--- src/rtl/pc_sequencer_pkg.sv ---
// Shared branch-op encoding and PC step for the PC sequencer and its RAS.
// Pure definitions; no logic, no latency, no flow control.
// Used by pc_sequencer (PC_SEQ_RAS_EN selects whether the RAS is built).
package pc_sequencer_pkg;

  typedef enum logic [2:0] {
    OP_SEQ  = 3'd0,
    OP_B    = 3'd1,
    OP_CBZ  = 3'd2,
    OP_CBNZ = 3'd3,
    OP_BL   = 3'd4,
    OP_BR   = 3'd5,
    OP_RET  = 3'd6,
    OP_RSVD = 3'd7
  } br_op_e;

  localparam int unsigned PC_INC = 4;

endpackage

--- src/rtl/pc_sequencer_ras.sv ---
// Circular return-address stack; a push onto a full stack overwrites the oldest entry.
// Latency: push/pop committed on the rising edge, top/empty registered (no bypass).
// Backpressure: none; the caller gates push/pop (stall) before they reach here.
module pc_ras #(
  parameter int PC_W  = 64,
  parameter int DEPTH = 4
) (
  input  logic            CLK,
  input  logic            reset,
  input  logic            push,
  input  logic            pop,
  input  logic [PC_W-1:0] push_data,
  output logic [PC_W-1:0] top,
  output logic            empty
);

  localparam int PW = $clog2(DEPTH);
  localparam int CW = PW + 1;

  logic [PC_W-1:0] mem [DEPTH];
  logic [PW-1:0]   ptr;
  logic [CW-1:0]   cnt;

  // ptr is the next write slot, so the most recent entry sits one below it
  assign top = mem[ptr - PW'(1)];

  always_ff @(posedge CLK) begin
    if (reset) begin
      ptr   <= '0;
      cnt   <= '0;
      empty <= 1'b1;
    end else if (push) begin
      mem[ptr] <= push_data;
      ptr      <= ptr + PW'(1);
      if (cnt != CW'(DEPTH)) cnt <= cnt + CW'(1);
      empty    <= 1'b0;
    end else if (pop && (cnt != '0)) begin
      ptr   <= ptr - PW'(1);
      cnt   <= cnt - CW'(1);
      empty <= (cnt == CW'(1));
    end
  end

endmodule

--- src/rtl/pc_sequencer.sv ---
// Program-counter sequencer: SEQ/B/CBZ/CBNZ/BL/BR/RET; return-address stack when PC_SEQ_RAS_EN is defined.
// Latency: NextPC/taken combinational, CurrentPC updates one edge later.
// Backpressure: stall=1 freezes CurrentPC and the RAS; reset overrides stall.
module pc_sequencer
  import pc_sequencer_pkg::*;
#(
  parameter int PC_W      = 64,
  parameter int RAS_DEPTH = 4
) (
  input  logic            CLK,
  input  logic            reset,
  input  logic [PC_W-1:0] startPC,
  input  logic            stall,
  input  logic [2:0]      br_op,
  input  logic            ALUZero,
  input  logic [PC_W-1:0] SignExtImm64,
  input  logic [PC_W-1:0] RegTarget,
  output logic [PC_W-1:0] CurrentPC,
  output logic [PC_W-1:0] NextPC,
  output logic [PC_W-1:0] LinkAddr,
  output logic            taken,
  output logic            ras_empty
);

  br_op_e          op;
  logic [PC_W-1:0] seq_tgt;
  logic [PC_W-1:0] br_tgt;
  logic [PC_W-1:0] reg_tgt;
  logic [PC_W-1:0] ret_tgt;

  assign op       = br_op_e'(br_op);
  assign seq_tgt  = CurrentPC + PC_W'(PC_INC);
  assign br_tgt   = CurrentPC + (SignExtImm64 << 2);
  assign reg_tgt  = RegTarget & ~PC_W'(3);
  assign LinkAddr = seq_tgt;

`ifdef PC_SEQ_RAS_EN
  logic [PC_W-1:0] ras_top;
  logic            ras_push;
  logic            ras_pop;

  assign ras_push = (op == OP_BL) && !stall;
  assign ras_pop  = (op == OP_RET) && !stall && !ras_empty;
  assign ret_tgt  = ras_empty ? reg_tgt : ras_top;

  pc_ras #(
    .PC_W  (PC_W),
    .DEPTH (RAS_DEPTH)
  ) u_ras (
    .CLK       (CLK),
    .reset     (reset),
    .push      (ras_push),
    .pop       (ras_pop),
    .push_data (LinkAddr),
    .top       (ras_top),
    .empty     (ras_empty)
  );
`else
  assign ret_tgt   = reg_tgt;
  assign ras_empty = 1'b1;
`endif

  always_comb begin
    NextPC = seq_tgt;
    case (op)
      OP_B, OP_BL: NextPC = br_tgt;
      OP_CBZ:      if (ALUZero)  NextPC = br_tgt;
      OP_CBNZ:     if (!ALUZero) NextPC = br_tgt;
      OP_BR:       NextPC = reg_tgt;
      OP_RET:      NextPC = ret_tgt;
      default:     NextPC = seq_tgt;
    endcase
  end

  assign taken = (NextPC != seq_tgt);

  always_ff @(posedge CLK) begin
    if (reset)       CurrentPC <= startPC;
    else if (!stall) CurrentPC <= NextPC;
  end

endmodule

--- config.mk ---
export PLATFORM = sky130hd
export DESIGN_NAME = pc_sequencer
export DESIGN_NICKNAME = d
export VERILOG_FILES = /design/src/rtl/pc_sequencer_pkg.sv /design/src/rtl/pc_sequencer_ras.sv /design/src/rtl/pc_sequencer.sv
export SDC_FILE = /design/constraint.sdc
export NUM_CORES = 1
export LEC_CHECK = 0
export CAP_MARGIN = 10
export CELL_PAD_IN_SITES_DETAIL_PLACEMENT = 1
export CELL_PAD_IN_SITES_GLOBAL_PLACEMENT = 1
export CORE_UTILIZATION = 37
export DETAILED_ROUTE_END_ITERATION = 7
export PLACE_DENSITY = 0.95
export SLEW_MARGIN = 20
export SYNTH_ARGS = -nofsm -noshare
export SYNTH_HDL_FRONTEND = slang
export SYNTH_SLANG_ARGS = --single-unit
--- constraint.sdc ---
create_clock -name CLK -period 18.3 [get_ports CLK]
set_input_delay 4.575 -clock CLK [delete_from_list [all_inputs] [get_ports CLK]]
set_output_delay 4.575 -clock CLK [all_outputs]
set_load 0.01 [all_outputs]
======== Word level (Yosys, flattened, before mapping) ========
Index checks and enable logic that the tools add are counted.
operators by class
  add/sub/neg operators ................... 2
  $mul .................................... 0
  divide/modulo/power cells ............... 0
  $lt $le $gt $ge ......................... 0
  eq/ne operators ......................... 8
  shifts and indexed selects .............. 0
  muxes and demuxes ....................... 5
  bitwise operators ....................... 0
  reductions and logical operators ........ 2
operators by type and width
  operator                                                          number
  64-bit two-way mux                                                4
  64-bit case mux with 4 select lines                               1
  64-bit by 3-bit adder with 64-bit output (second input constant)  1
  64-bit adder                                                      1
  64-bit != test                                                    1
  3-bit == test (second input constant)                             3
  3-bit by 2-bit == test with 1-bit output (second input constant)  2
  2-bit OR reduction                                                2
  3-bit by 1-bit == test with 1-bit output (second input constant)  1
  2-bit != test (second input constant)                             1
word-level totals
  register bits ........................... 64
  bits in latches ......................... 0
  bits in writable memories ............... 0
  bits in read-only memories .............. 0
  logic and storage cells ................. 18
  memories kept ........................... 0

======== Longest topological paths before layout ========
  depth after elaboration ................. 5
  depth in mapped cells ................... 17

======== Worst setup path after synthesis ========
Ideal clock, no wire load.
  path type ............................... in2out
  start ................................... input SignExtImm64[0]
  end ..................................... output taken
  arrival ................................. 8,828 ps
  data required time ...................... 13,725 ps
  slack ................................... 4,897 ps
  cell stages on the path ................. 15
  buffers on the path ..................... 0
  cells stage by stage .................... ha_1 > inv_1 > fa_1 > nand2b_1 > a21o_1 > or3_4 > a2111oi_4 > nor3_2 > o21ai_2 > xor2_1 > a211oi_1 > or4_1 > or4_1 > or4_1 > or4b_1
on the way
  word-level cells in the longest chain between the ends .. 4
  elaborated cells on any way between the ends .. 5
  classes of those cells .................. add/sub: 1; eq/ne: 1; mux: 3
ends and longest elaborated chain
  element                                       line                                    RTL
  start, declared                               pc_sequencer.sv:16                      input logic [PC_W-1:0] SignExtImm64,
  64-bit adder *                                pc_sequencer.sv:33                      assign br_tgt = CurrentPC + (SignExtImm64 << 2);
  64-bit two-way mux, on equally long branches  pc_sequencer.sv:68, pc_sequencer.sv:67
  64-bit case mux with 4 select lines *         pc_sequencer.sv:65                      case (op)
  64-bit != test *                              pc_sequencer.sv:75                      assign taken = (NextPC != seq_tgt);
  end, declared                                 pc_sequencer.sv:21                      output logic taken,
Mark *: on every way between the ends. The rest lies on a longest branch, timed or not.

======== Worst setup path after layout ========
Ends and elaborated chain as after synthesis.

==> impl_metrics.env <==
export IMPL_ys_types=104
export IMPL_groute_usage_overall_pct=44.99
export IMPL_dr_total_vias=16789
export IMPL_ys_seq_elements=64
export IMPL_postCtsSetupRepairBufs=0
export IMPL_wl_microns=77890
export IMPL_drc=0
export IMPL_netlist_area_sq_um=12200
export IMPL_path_clk_slew_ns=0.06
export IMPL_swShare_pct=52.36
export IMPL_antenna_found_initial=6
export IMPL_hold_buffers=0
export IMPL_path_depth=17
export IMPL_cts_htree_levels=3
export IMPL_core_area_sq_um=32450
export IMPL_cp_buffers_inverters=3
export IMPL_hold_end="CurrentPC[1]"
export IMPL_path_cells="clkdlybuf4s50_1 -> ha_1 -> inv_1 -> fa_1 -> nand2b_1 -> a21o_1 -> a21boi_1 -> o21ai_1 -> a2111oi_0 -> a311oi_1 -> and3_1 -> a2111oi_0 -> nand4_1 -> or4_1 -> or4_1 -> or4b_1 -> clkdlybuf4s50_1"
export IMPL_die_area_sq_um=33710
export IMPL_syn_inst=1696
export IMPL_antenna_left=0
export IMPL_syn_to_final_growth_pct=36.40
export IMPL_rr_worst_depth=11
export IMPL_critPathTopFamily="compound AO/OA/AOI/OAI gates"
export IMPL_synthArstFlopShare_pct=0
export IMPL_r2r_end="CurrentPC[39]"
export IMPL_final_nets=2277
export IMPL_io_buffers=387
export IMPL_rows=66
export IMPL_die_w_microns=183.6
export IMPL_p_comb_share_pct=69.2
export IMPL_ff_latch_area_sq_um=1922
export IMPL_slew_headroom_pct=20.12
export IMPL_vdd_ir_drop_max_v=0.00006628
export IMPL_grt_max_degree=65
export IMPL_p_seq_share_pct=17.5
export IMPL_worstReg2RegStart="CurrentPC[3]"
export IMPL_avgSynthCellArea_sq_um=7.195
export IMPL_wl_per_cell_microns=31.60
export IMPL_worstHoldStart="CurrentPC[1]"
export IMPL_path_class="input pin to output port"
export IMPL_multi_input_area_sq_um=9573
export IMPL_cts_buffers_inserted=9
export IMPL_largest_reg_flops=64
export IMPL_ios=393
export IMPL_ys_warn_count=0
export IMPL_period_share_pct=87.88
export IMPL_status="finished clean"
export IMPL_fmax_mhz=62.18
export IMPL_holdCritPathClass="flip-flop to flip-flop"
export IMPL_grt_overflow=0
export IMPL_synth_edff_count=64
export IMPL_finalSetupViolCount=0
export IMPL_final_layout_size_suffix_gt1_share_pct=7.284
export IMPL_power_switching_uw=775.3
export IMPL_drt_pass1_iterations=6
export IMPL_min_period_ns=16.08
export IMPL_powerDensity_nw_per_um2=88.96
export IMPL_grt_pass1_wl_microns=110500
export IMPL_p_leak_nw=6.177
export IMPL_ys_flop_type="edfxtp_1"
export IMPL_cts_resized_gates=0
export IMPL_clock_sinks=64
export IMPL_ff2ff_setup_slack_ns=12.90
export IMPL_required_ns=13.73
export IMPL_slowest_delay_ns=0.82
export IMPL_drt_iter0_drc=2192
export IMPL_initial_core_util_pct=37.60
export IMPL_largest_register="CurrentPC"
export IMPL_finalWeightedCongestion=0.9998
export IMPL_drv_slew=0
export IMPL_cp_end_kind="output port"
export IMPL_synth_seq_area_share_pct=15.75
export IMPL_skew_ns=0.01938
export IMPL_vias_per_cell=6.811
export IMPL_cp_max_fo=5
export IMPL_holdPathStages=2
export IMPL_cp_start_kind="input pin"
export IMPL_tightest_slew_ns=1.190
export IMPL_internal_power_uw=705.4
export IMPL_slowest_stage="a2111oi_0"
export IMPL_syn_num_nets=1958
export IMPL_cts_tree="built"
export IMPL_pwr_share_clk_pct=13.3
export IMPL_hold_ws_ns=0.7992
export IMPL_dpl_hpwl_microns=63830
export IMPL_cp_arrival_ns=11.51
export IMPL_reg_top3="CurrentPC (64)"
export IMPL_maxCapViolations=0
export IMPL_grt_setup_unrepaired="false"
export IMPL_setup_tns_ns=0
export IMPL_fill_cells=4037
export IMPL_hold_viol=0
export IMPL_cts_max_path_buffers=2
export IMPL_grt_pass1_vias=16636
export IMPL_clock_latency_ns=0.38
export IMPL_die_h_microns=183.6
export IMPL_clock_tree_root_cell="clkbuf_16"
## metrics by stage
step | setup WS (ns) | util (%) | std cells | power (mW) | instance area [sq um]
after floorplan | 4.897 | - | 1696 | 0.7478 | 12200
after global placement | 2.587 | 50.31 | 2446 | 1.215 | 16330
after detailed placement | 2.456 | 50.31 | 2446 | 1.235 | 16330
after CTS | 2.436 | 51.23 | 2460 | 1.436 | 16630
after global routing | 2.285 | 51.29 | 2465 | 1.521 | 16640
final | 2.217 | 51.29 | 2465 | 1.481 | 16640
## power by group through the flow
| stage | combinational, mW | clock (mW) | sequential [mW] |
|---|---|---|---|
| floorplan | 0.513 | 0 | 0.235 |
| global placement | 0.961 | 0 | 0.254 |
| CTS | 0.989 | 0.195 | 0.252 |
| finish | 1.02 | 0.197 | 0.259 |
| global route | 1.07 | 0.197 | 0.258 |
| detailed placement | 0.980 | 0 | 0.255 |
## kinds of logic (layout without fill, tap and decap cells)
| group | Yosys count | in the layout | share of synthesized area, % |
|---|---|---|---|
| AO/OA/AOI/OAI | 504 | 504 | 27.60 |
| multiplexers | 77 | 77 | 6.941 |
| AND/OR/NAND/NOR | 734 | 734 | 30.27 |
| XOR/XNOR | 92 | 92 | 6.726 |
| flip-flops | 64 | 64 | 15.75 |
| adder cells (fa/ha/maj) | 64 | 64 | 6.603 |
| other | 1 | 6 | 0.03073 |
| buffers and inverters | 160 | 482 | 6.080 |
## routing by layer
metal | up-vias | GRT usage (%) | wire [microns]
li1 | 7077 | - | -
met1 | 8279 | 59.67 | 31730
met2 | 1193 | 68.03 | 33700
met3 | 236 | 11.09 | 8832
met4 | 4 | 21.07 | 3609
met5 | - | 0.4444 | 19
## how the worst max path moves through the flow
stage,startpoint,endpoint,slack (ns)
detailed placement,SignExtImm64[0],taken,2.46
CTS,SignExtImm64[0],taken,2.44
global placement,SignExtImm64[0],taken,2.59
global route,SignExtImm64[0],taken,2.29
finish,SignExtImm64[0],taken,2.22
floorplan,SignExtImm64[0],taken,4.90
## final cells by class
cell class	count	area share, %
Clock buffer	10	1.376
Multi-Input combinational cell	1472	57.51
Tap cell	442	3.323
Inverter	56	1.263
Sequential cell	64	11.55
Timing Repair Buffer	412	24.48
Antenna cell	5	0.07517
Clock inverter	4	0.4285
## cells in the mapped netlist (9+ instances only)
cell type	number	area share, %
nor2_1	141	4.3
or2_2	10	0.51
a21oi_1	140	5.7
a2111oi_0	11	0.79
and3_1	30	1.5
o21ai_0	105	4.3
a22oi_1	15	0.92
a221o_1	9	0.74
nor3_1	38	1.6
inv_1	55	1.7
and2_1	16	0.82
a21o_1	22	1.4
o31ai_1	18	1.1
and4_1	13	0.93
nand4_1	72	3.7
buf_6	10	0.92
nor4_1	16	0.82
xor2_1	43	3.1
nand3_1	76	3.1
ha_1	62	6.4
a211oi_1	26	1.6
edfxtp_1	64	16
o211ai_1	17	1.0
buf_2	20	0.82
nand2_1	233	7.2
a32oi_1	9	0.65
mux2i_1	16	1.3
or3_1	22	1.1
clkbuf_1	60	1.8
mux2_2	61	5.6
xnor2_1	47	3.4
a31oi_1	14	0.72
or4_1	10	0.62
nand2b_1	12	0.62
## tightest hold or removal path: cells and delay by family (launching register included)
| kind | cells | cell delay, ns |
|---|---|---|
| flops | 1 | 0.39 |
| mux | 1 | 0.14 |
| simple gates | 1 | 0.16 |
## cells in the final DEF, fill, tap and decap left out, types with 10 or more instances in the layout
cell | Yosys | final
a2111oi_0 | 11 | 11
a211oi_1 | 26 | 26
a21o_1 | 22 | 22
a21oi_1 | 140 | 140
a22oi_1 | 15 | 15
a31oi_1 | 14 | 14
and2_1 | 16 | 15
and3_1 | 30 | 30
and4_1 | 13 | 13
buf_4 | 7 | 24
clkdlybuf4s50_1 | 0 | 387
edfxtp_1 | 64 | 64
ha_1 | 62 | 62
inv_1 | 55 | 55
mux2_2 | 61 | 61
mux2i_1 | 16 | 15
nand2_1 | 233 | 232
nand2b_1 | 12 | 12
nand3_1 | 76 | 76
nand4_1 | 72 | 72
nor2_1 | 141 | 141
nor3_1 | 38 | 38
nor4_1 | 16 | 16
o211ai_1 | 17 | 17
o21ai_0 | 105 | 105
o31ai_1 | 18 | 17
or2_2 | 10 | 10
or3_1 | 22 | 22
or4_1 | 10 | 10
xnor2_1 | 47 | 47
xor2_1 | 43 | 43
No activity file was read; power rests on OpenSTA's default activity.
